==> src/rtl/pipe_tx_pkg.sv <==
// Shared definitions for the pipe TX path: header layout, frame FSM encoding
// and the lowest-set-bit helper used to walk the channel enable mask.
package pipe_tx_pkg;

  localparam logic [7:0] HEADER_MARK = 8'hA5;

  typedef enum logic [1:0] {
    ST_IDLE = 2'd0,
    ST_HEAD = 2'd1,
    ST_CHAN = 2'd2
  } state_t;

  function automatic logic [15:0] hdr_word(input logic [7:0] mark, input logic [7:0] cnt);
    return {mark, cnt};
  endfunction

  // Returns {found, index} of the lowest set bit of an 8-bit mask.
  function automatic logic [3:0] lowest_set(input logic [7:0] mask);
    logic [3:0] res;
    res = 4'd0;
    for (int i = 7; i >= 0; i--) begin
      if (mask[i]) res = {1'b1, 3'(i)};
    end
    return res;
  endfunction

endpackage

==> src/rtl/frame_decimator.sv <==
// Counts ADC conversion cycles and fires a one-cycle frame trigger every
// max(decim_in,1) cycles; ">=" makes a lowered ratio take effect promptly.
module frame_decimator (
  input  logic        clk_in,
  input  logic        rst_n_in,
  input  logic        cycle_done_in,
  input  logic [15:0] decim_in,
  output logic        trig_out
);

  logic [15:0] r_dcnt;
  logic [15:0] w_lim;
  logic        w_hit;

  assign w_lim    = (decim_in == 16'd0) ? 16'd0 : decim_in - 16'd1;
  assign w_hit    = (r_dcnt >= w_lim);
  assign trig_out = cycle_done_in & w_hit;

  // Decimation counter, advanced once per conversion cycle.
  always_ff @(posedge clk_in or negedge rst_n_in) begin
    if (!rst_n_in) begin
      r_dcnt <= 16'd0;
    end else if (cycle_done_in) begin
      r_dcnt <= w_hit ? 16'd0 : r_dcnt + 16'd1;
    end
  end

endmodule

==> src/rtl/adc_frame_serializer.sv <==
// Latches the latest sample per ADC channel and, on each decimated trigger,
// emits a header word plus the enabled channel samples one word per clock.
module adc_frame_serializer
  import pipe_tx_pkg::*;
#(
  parameter int         N_ADC       = 6,
  parameter logic [7:0] HEADER_MARK = pipe_tx_pkg::HEADER_MARK
) (
  input  logic                 pid_clk_in,
  input  logic                 rst_n_in,
  input  logic [N_ADC-1:0]     adc_dv_in,
  input  logic [16*N_ADC-1:0]  adc_data_in,
  input  logic                 cycle_done_in,
  input  logic [N_ADC-1:0]     chan_en_in,
  input  logic [15:0]          decim_in,
  input  logic                 clr_in,
  output logic                 data_valid_out,
  output logic [15:0]          data_out,
  output logic                 busy_out,
  output logic                 overrun_out
);

  logic [15:0]      r_hold [N_ADC];
  logic [15:0]      r_fbuf [N_ADC];
  logic [15:0]      w_snap [N_ADC];
  logic [N_ADC-1:0] r_en_q;
  logic [2:0]       r_idx, w_idx_nxt;
  logic [7:0]       r_frame_cnt, w_frame_cnt_nxt;
  state_t           r_state, w_state_nxt;
  logic             r_dv, w_dv_nxt;
  logic             r_busy, w_busy_nxt;
  logic             r_overrun, w_overrun_nxt;
  logic [15:0]      r_data, w_data_nxt;
  logic             w_trig, w_accept;
  logic [7:0]       w_en8;
  logic [3:0]       w_first, w_next;

  frame_decimator u_decim (
    .clk_in        (pid_clk_in),
    .rst_n_in      (rst_n_in),
    .cycle_done_in (cycle_done_in),
    .decim_in      (decim_in),
    .trig_out      (w_trig)
  );

  assign w_accept = w_trig && (r_state == ST_IDLE);
  assign w_en8    = 8'(r_en_q);
  assign w_first  = lowest_set(w_en8);
  assign w_next   = lowest_set(w_en8 & (8'hFE << r_idx));

  // Snapshot view: a sample arriving in the trigger cycle wins over the hold reg.
  always_comb begin
    for (int i = 0; i < N_ADC; i++) begin
      w_snap[i] = adc_dv_in[i] ? adc_data_in[16*i +: 16] : r_hold[i];
    end
  end

  // Per-channel hold registers, updated regardless of frame state.
  always_ff @(posedge pid_clk_in or negedge rst_n_in) begin
    if (!rst_n_in) begin
      for (int i = 0; i < N_ADC; i++) r_hold[i] <= 16'd0;
    end else begin
      for (int i = 0; i < N_ADC; i++) begin
        if (adc_dv_in[i]) r_hold[i] <= adc_data_in[16*i +: 16];
      end
    end
  end

  // Frame buffer and enable mask captured once per accepted trigger.
  always_ff @(posedge pid_clk_in or negedge rst_n_in) begin
    if (!rst_n_in) begin
      for (int i = 0; i < N_ADC; i++) r_fbuf[i] <= 16'd0;
      r_en_q <= '0;
    end else if (w_accept) begin
      for (int i = 0; i < N_ADC; i++) r_fbuf[i] <= w_snap[i];
      r_en_q <= chan_en_in;
    end
  end

  // Next state and next registered outputs; outputs describe the word being emitted.
  always_comb begin
    w_state_nxt     = r_state;
    w_idx_nxt       = r_idx;
    w_frame_cnt_nxt = r_frame_cnt;
    w_dv_nxt        = 1'b0;
    w_busy_nxt      = 1'b0;
    w_data_nxt      = 16'd0;
    case (r_state)
      ST_IDLE: begin
        if (w_accept) begin
          w_state_nxt = ST_HEAD;
          w_dv_nxt    = 1'b1;
          w_busy_nxt  = 1'b1;
          w_data_nxt  = hdr_word(HEADER_MARK, r_frame_cnt);
        end else begin
          w_state_nxt = ST_IDLE;
        end
      end
      ST_HEAD: begin
        w_frame_cnt_nxt = r_frame_cnt + 8'd1;
        if (w_first[3]) begin
          w_state_nxt = ST_CHAN;
          w_idx_nxt   = w_first[2:0];
          w_dv_nxt    = 1'b1;
          w_busy_nxt  = 1'b1;
          w_data_nxt  = r_fbuf[w_first[2:0]];
        end else begin
          w_state_nxt = ST_IDLE;
        end
      end
      ST_CHAN: begin
        if (w_next[3]) begin
          w_idx_nxt  = w_next[2:0];
          w_dv_nxt   = 1'b1;
          w_busy_nxt = 1'b1;
          w_data_nxt = r_fbuf[w_next[2:0]];
        end else begin
          w_state_nxt = ST_IDLE;
        end
      end
      default: begin
        w_state_nxt = ST_IDLE;
      end
    endcase
  end

  // A dropped trigger overrides a same-cycle clear.
  always_comb begin
    w_overrun_nxt = r_overrun;
    if (w_trig && r_busy) begin
      w_overrun_nxt = 1'b1;
    end else if (clr_in) begin
      w_overrun_nxt = 1'b0;
    end else begin
      w_overrun_nxt = r_overrun;
    end
  end

  // FSM state and output registers.
  always_ff @(posedge pid_clk_in or negedge rst_n_in) begin
    if (!rst_n_in) begin
      r_state     <= ST_IDLE;
      r_idx       <= 3'd0;
      r_frame_cnt <= 8'd0;
      r_dv        <= 1'b0;
      r_busy      <= 1'b0;
      r_data      <= 16'd0;
      r_overrun   <= 1'b0;
    end else begin
      r_state     <= w_state_nxt;
      r_idx       <= w_idx_nxt;
      r_frame_cnt <= w_frame_cnt_nxt;
      r_dv        <= w_dv_nxt;
      r_busy      <= w_busy_nxt;
      r_data      <= w_data_nxt;
      r_overrun   <= w_overrun_nxt;
    end
  end

  assign data_valid_out = r_dv;
  assign data_out       = r_data;
  assign busy_out       = r_busy;
  assign overrun_out    = r_overrun;

endmodule

==> config.mk <==
export PLATFORM = sky130hd
export DESIGN_NAME = adc_frame_serializer
export DESIGN_NICKNAME = d
export VERILOG_FILES = /design/src/rtl/pipe_tx_pkg.sv /design/src/rtl/frame_decimator.sv /design/src/rtl/adc_frame_serializer.sv
export SDC_FILE = /design/constraint.sdc
export NUM_CORES = 1
export LEC_CHECK = 0
export ABC_CLOCK_PERIOD_IN_PS = 6600
export BUFFER_PORTS_ARGS = -buffer_cell sky130_fd_sc_hd__buf_4
export CAP_MARGIN = 15
export CORE_MARGIN = 10
export CORE_UTILIZATION = 55
export CTS_CLUSTER_DIAMETER = 100
export DETAILED_ROUTE_END_ITERATION = 12
export PLACE_DENSITY = 0.86
export SLEW_MARGIN = 20
export SYNTH_ARGS = -nofsm -noshare
export SYNTH_HDL_FRONTEND = slang
export SYNTH_HIERARCHICAL = 1
export SYNTH_SLANG_ARGS = --single-unit
==> constraint.sdc <==
create_clock -name pid_clk_in -period 6.6 [get_ports pid_clk_in]
set_input_delay 0.33 -clock pid_clk_in [delete_from_list [all_inputs] [get_ports pid_clk_in]]
set_output_delay 0.33 -clock pid_clk_in [all_outputs]
set_load 0.005 [all_outputs]
==> reports/summary.md <==
Across the routed clock network, the largest skew measured is 14.3 ps. The post-placement setup slack came out at 1430 ps. The logs give 3 for the buffer levels on the longest clock path and 1900 ps for the slack of the critical path. Input and output buffers added on the ports amount to 146.

Grouping stages by cell kind, the critical path spends the most delay in simple AND/OR/NAND/NOR gates. The floorplan step set the die height to 166 um. The startpoint identified for the worst register-to-register timing path is u_decim/r_dcnt[13].

Setup total negative slack on the finished layout was measured at 0 ps. Yosys instantiated no cell more often than sky130_fd_sc_hd__dfrtp_1. The tools report the final setup violation count as 0.

Of the synthesized area, sequential elements account for 52.2%. The post-detailed-route count of antenna-violating nets was 0; the pin count of the biggest net entering global routing was 118. The proportion of netlist area held by the largest area contributor is 52.2%. The actual transition at the worst max-transition pin came out at 1200 ps.

The width of the chip was 166 um; the final-layout worst hold slack was 35.8 ps. The cell area that synthesis handed to floorplanning was 0.0118 mm2. The minimum clock period was 4700 ps. The later pin in the worst-skew pair is clocked with a latency of 530 ps. The worst setup path is captured at a flop. The total global routing overflow is 0, and the estimated wirelength of the detail-placed design is 20,600 um. TritonCTS built the clock tree. Timing would allow up to 0.213 GHz.

The tightest min-delay check is of the input port to flop type. Synthesis produced 928 cells. The tools report the clock network power share as 40.0%. The fraction of the cycle the final worst path needs is 71.2%, and the count of maximum capacitance violations is 0. The kind of launch point of the worst setup path is an input port.

Setup repair after global routing left no endpoint under its margin. The count of pins over their slew limit is 0. For this design the total switching power over the nets is 0.000882 W.

The first global-routing pass estimated 45,900 um of wire. The final count of hold timing violations was 0. The post-route DRC violation count came out at 0. The overall die area is 0.0276 mm2. The biggest area contributor in the post-synthesis netlist is sky130_fd_sc_hd__dfrtp_1. The run gives 0.929 as the final weighted congestion of routability-driven global placement.

Clock tree synthesis selected as its root buffer the cell sky130_fd_sc_hd__clkbuf_16. The net switching share of the total power works out to 25.5%. VDD sags by at most 195 uV.

The maximum fanout count along the critical path came out at 117. The total area inside the core boundary comes to 0.0210 mm2. For this design, the slowest cell found on the critical path is sky130_fd_sc_hd__a31oi_1.

The initial utilization of the core area, before any placement, comes to 55.9%. The tools report the TritonCTS sink count as 245. For the number of global-route vias before repair, the log shows 8,354.

The run finished with clean final reports. The internal power contribution came out at 0.00257 W. The share of flip-flops with an asynchronous set or reset works out to 100%. The average vias per placed instance is 6.03, and the combinational share of power is 12.4%. Among all flip-flop cells after synthesis, the most frequent one is sky130_fd_sc_hd__dfrtp_1. The worst path buffer plus inverter count came out at 2. The H-tree depth reported by CTS came out at 1. In this run, distinct cell masters in the synthesized netlist total 61. Yosys attributes the largest share of cell area to sky130_fd_sc_hd__dfrtp_1, sky130_fd_sc_hd__mux2_2, sky130_fd_sc_hd__nand2_1. At the worst endpoint, the required time is 7010 ps.

Wires add up to 29,000 um. The first detailed-routing pass ran for 5 iterations. For the initial antenna violation count, the log shows 0. Counting instances in the post-synthesis netlist gives the leading cell types as sky130_fd_sc_hd__dfrtp_1, sky130_fd_sc_hd__mux2_2, sky130_fd_sc_hd__nand2_1. Cells with a size suffix above 1 make up 39.6% of the layout. Once the clock tree was built, the setup fixing pass inserted 0 buffers.

The critical path is of the input port to flop type. The mean instance size in the synthesized netlist was 12.7 um2. The number of warnings issued by yosys was 6. The run gives 0 as the post-CTS resize count.

The wire length per cell works out to 21.5 um. Traced cell by cell, the critical path runs through buf_4 -> or4_4 -> nor4b_4 -> nand2_2 -> or3_1 -> mux2i_1 -> ha_1 -> nand4_1 -> nor2_1 -> o2111ai_1 -> a31oi_1 -> nor3b_2 -> buf_12 -> mux2_2. The power per unit of standard cell area is 249 mW/mm2. 0 antenna diodes ended up in the layout. The global routing usage summed across all routing layers was 20.2%.

Data on the critical path arrives at its endpoint at 5100 ps. The start point of the critical path is decim_in[5]. In this run the core area contains 53 standard-cell rows. In this run, the number of DRC markers left after iteration 0 of detailed routing was 778. Relative to the synthesized area, the layout overhead comes to 17.8%. In this run the static leakage power is 6.60 nW. The CTS buffer count was 26; the longest individual stage delay on the worst path was 860 ps. Clock-pin slew was measured on the worst setup and hold paths at 60 ps. The number of nets handed over by synthesis was 1,076. Hold path startpoint: chan_en_in[1].

The tools report the number of fillers in the final layout as 1,536. In this run, synthesis inferred 0 flip-flops with an integrated enable. The number of top-level pins was 147; the proportion of power drawn by flip-flops and latches was 47.6%. The number of synthesized register bits works out to 245.

The run gives 1,207 as the number of nets in the layout. The via count is 8,141. Measured against its own limit, the worst slew margin works out to 20.0%.
## layout make-up
type                            instances  area [um2]  share of cell area, %
Inverter                               13        48.8                  0.352
Sequential cell                       245        6130                   44.3
Multi-Input combinational cell        615        5290                   38.2
Tap cell                              275         344                   2.48
Clock buffer                           33         707                   5.10
Clock inverter                         12         108                  0.777
Timing Repair Buffer                  158        1220                   8.80
## tightest hold or removal path, stage by stage
cell	delay, ps
sky130_fd_sc_hd__buf_4	80
sky130_fd_sc_hd__nand2_1	40
sky130_fd_sc_hd__o21ai_0	70
## registers in the layout, indices dropped and copies added, names as in the netlist
name	cells
data_out	16
r_fbuf	96
r_frame_cnt	8
u_decim/r_dcnt	16
r_idx	3
overrun_out	1
busy_out	1
r_hold	96
r_state	2
r_en_q	6
## placed cells by master (no fill, tap or decap), types with 5 or more instances in the layout
cell | netlist | final
sky130_fd_sc_hd__dfrtp_1 | 245 | 245
sky130_fd_sc_hd__mux2_2 | 210 | 210
sky130_fd_sc_hd__buf_4 | 2 | 152
sky130_fd_sc_hd__nand2_1 | 89 | 89
sky130_fd_sc_hd__nor2_1 | 46 | 45
sky130_fd_sc_hd__mux2i_1 | 29 | 29
sky130_fd_sc_hd__clkbuf_16 | 0 | 26
sky130_fd_sc_hd__ha_1 | 20 | 20
sky130_fd_sc_hd__nand3_1 | 18 | 18
sky130_fd_sc_hd__a221oi_1 | 16 | 16
sky130_fd_sc_hd__a21oi_1 | 16 | 16
sky130_fd_sc_hd__xor2_1 | 15 | 15
sky130_fd_sc_hd__xnor2_1 | 13 | 13
sky130_fd_sc_hd__inv_1 | 12 | 12
sky130_fd_sc_hd__a211oi_1 | 11 | 11
sky130_fd_sc_hd__a31oi_1 | 10 | 10
sky130_fd_sc_hd__nand4_1 | 9 | 9
sky130_fd_sc_hd__nor3_1 | 10 | 9
sky130_fd_sc_hd__mux4_1 | 9 | 9
sky130_fd_sc_hd__a311oi_1 | 8 | 8
sky130_fd_sc_hd__o22ai_1 | 7 | 7
sky130_fd_sc_hd__a221o_1 | 7 | 7
sky130_fd_sc_hd__clkinv_2 | 0 | 7
sky130_fd_sc_hd__o21ai_0 | 6 | 6
sky130_fd_sc_hd__nor4_1 | 6 | 6
sky130_fd_sc_hd__or3_1 | 5 | 5
## kinds of logic after synthesis
kind of cell	share of synthesized area (%)
buffers and inverters	3.03
flip-flops	52.2
adder cells (fa/ha/maj)	2.13
multiplexers	25.4
AND/OR/NAND/NOR	8.33
AO/OA/AOI/OAI	6.90
XOR/XNOR	2.09
## final timing paths
check                            endpoint  slack, ps  cells after the start
hold / removal                  r_en_q[1]         40                      3
max in group asynchronous  r_frame_cnt[3]       5050                      3
setup / recovery               r_fbuf[62]       1900                     14
min in group asynchronous      r_hold[35]        370                      2
hold reg to reg            r_frame_cnt[7]        480                      1
setup reg to reg               r_fbuf[62]       2800                      8
## routing by layer
layer	GRT usage [%]	part of all wire, %	vias up
met4	4.70	1.8	0
met3	4.92	7.3	41
met1	25.3	41	4123
li1	-	-	3641
met5	0	0	-
met2	34.6	50	336
## per-stage QoR
stage	util (%)	area [um2]	instances	total power (W)
after floorplan	-	11800	928	0.00193
after global placement	61.9	13000	1304	0.00207
after detailed placement	61.9	13000	1304	0.00209
after CTS	65.8	13800	1351	0.00348
after global routing	65.9	13900	1351	0.00360
final	65.9	13900	1351	0.00345
## power by group through the flow
| stage | clock, W | combinational, W | sequential, W |
|---|---|---|---|
| floorplan | 0 | 0.000282 | 0.00165 |
| global placement | 0 | 0.000408 | 0.00167 |
| detailed placement | 0 | 0.000419 | 0.00167 |
| CTS | 0.00141 | 0.000426 | 0.00164 |
| global route | 0.00147 | 0.000471 | 0.00165 |
| finish | 0.00138 | 0.000427 | 0.00165 |
## repair_timing
item	CTS	global route
hold endpoints to repair	75	0
hold buffers	2	0
setup endpoints to repair	0	0
(Power assumes the default switching activity.)
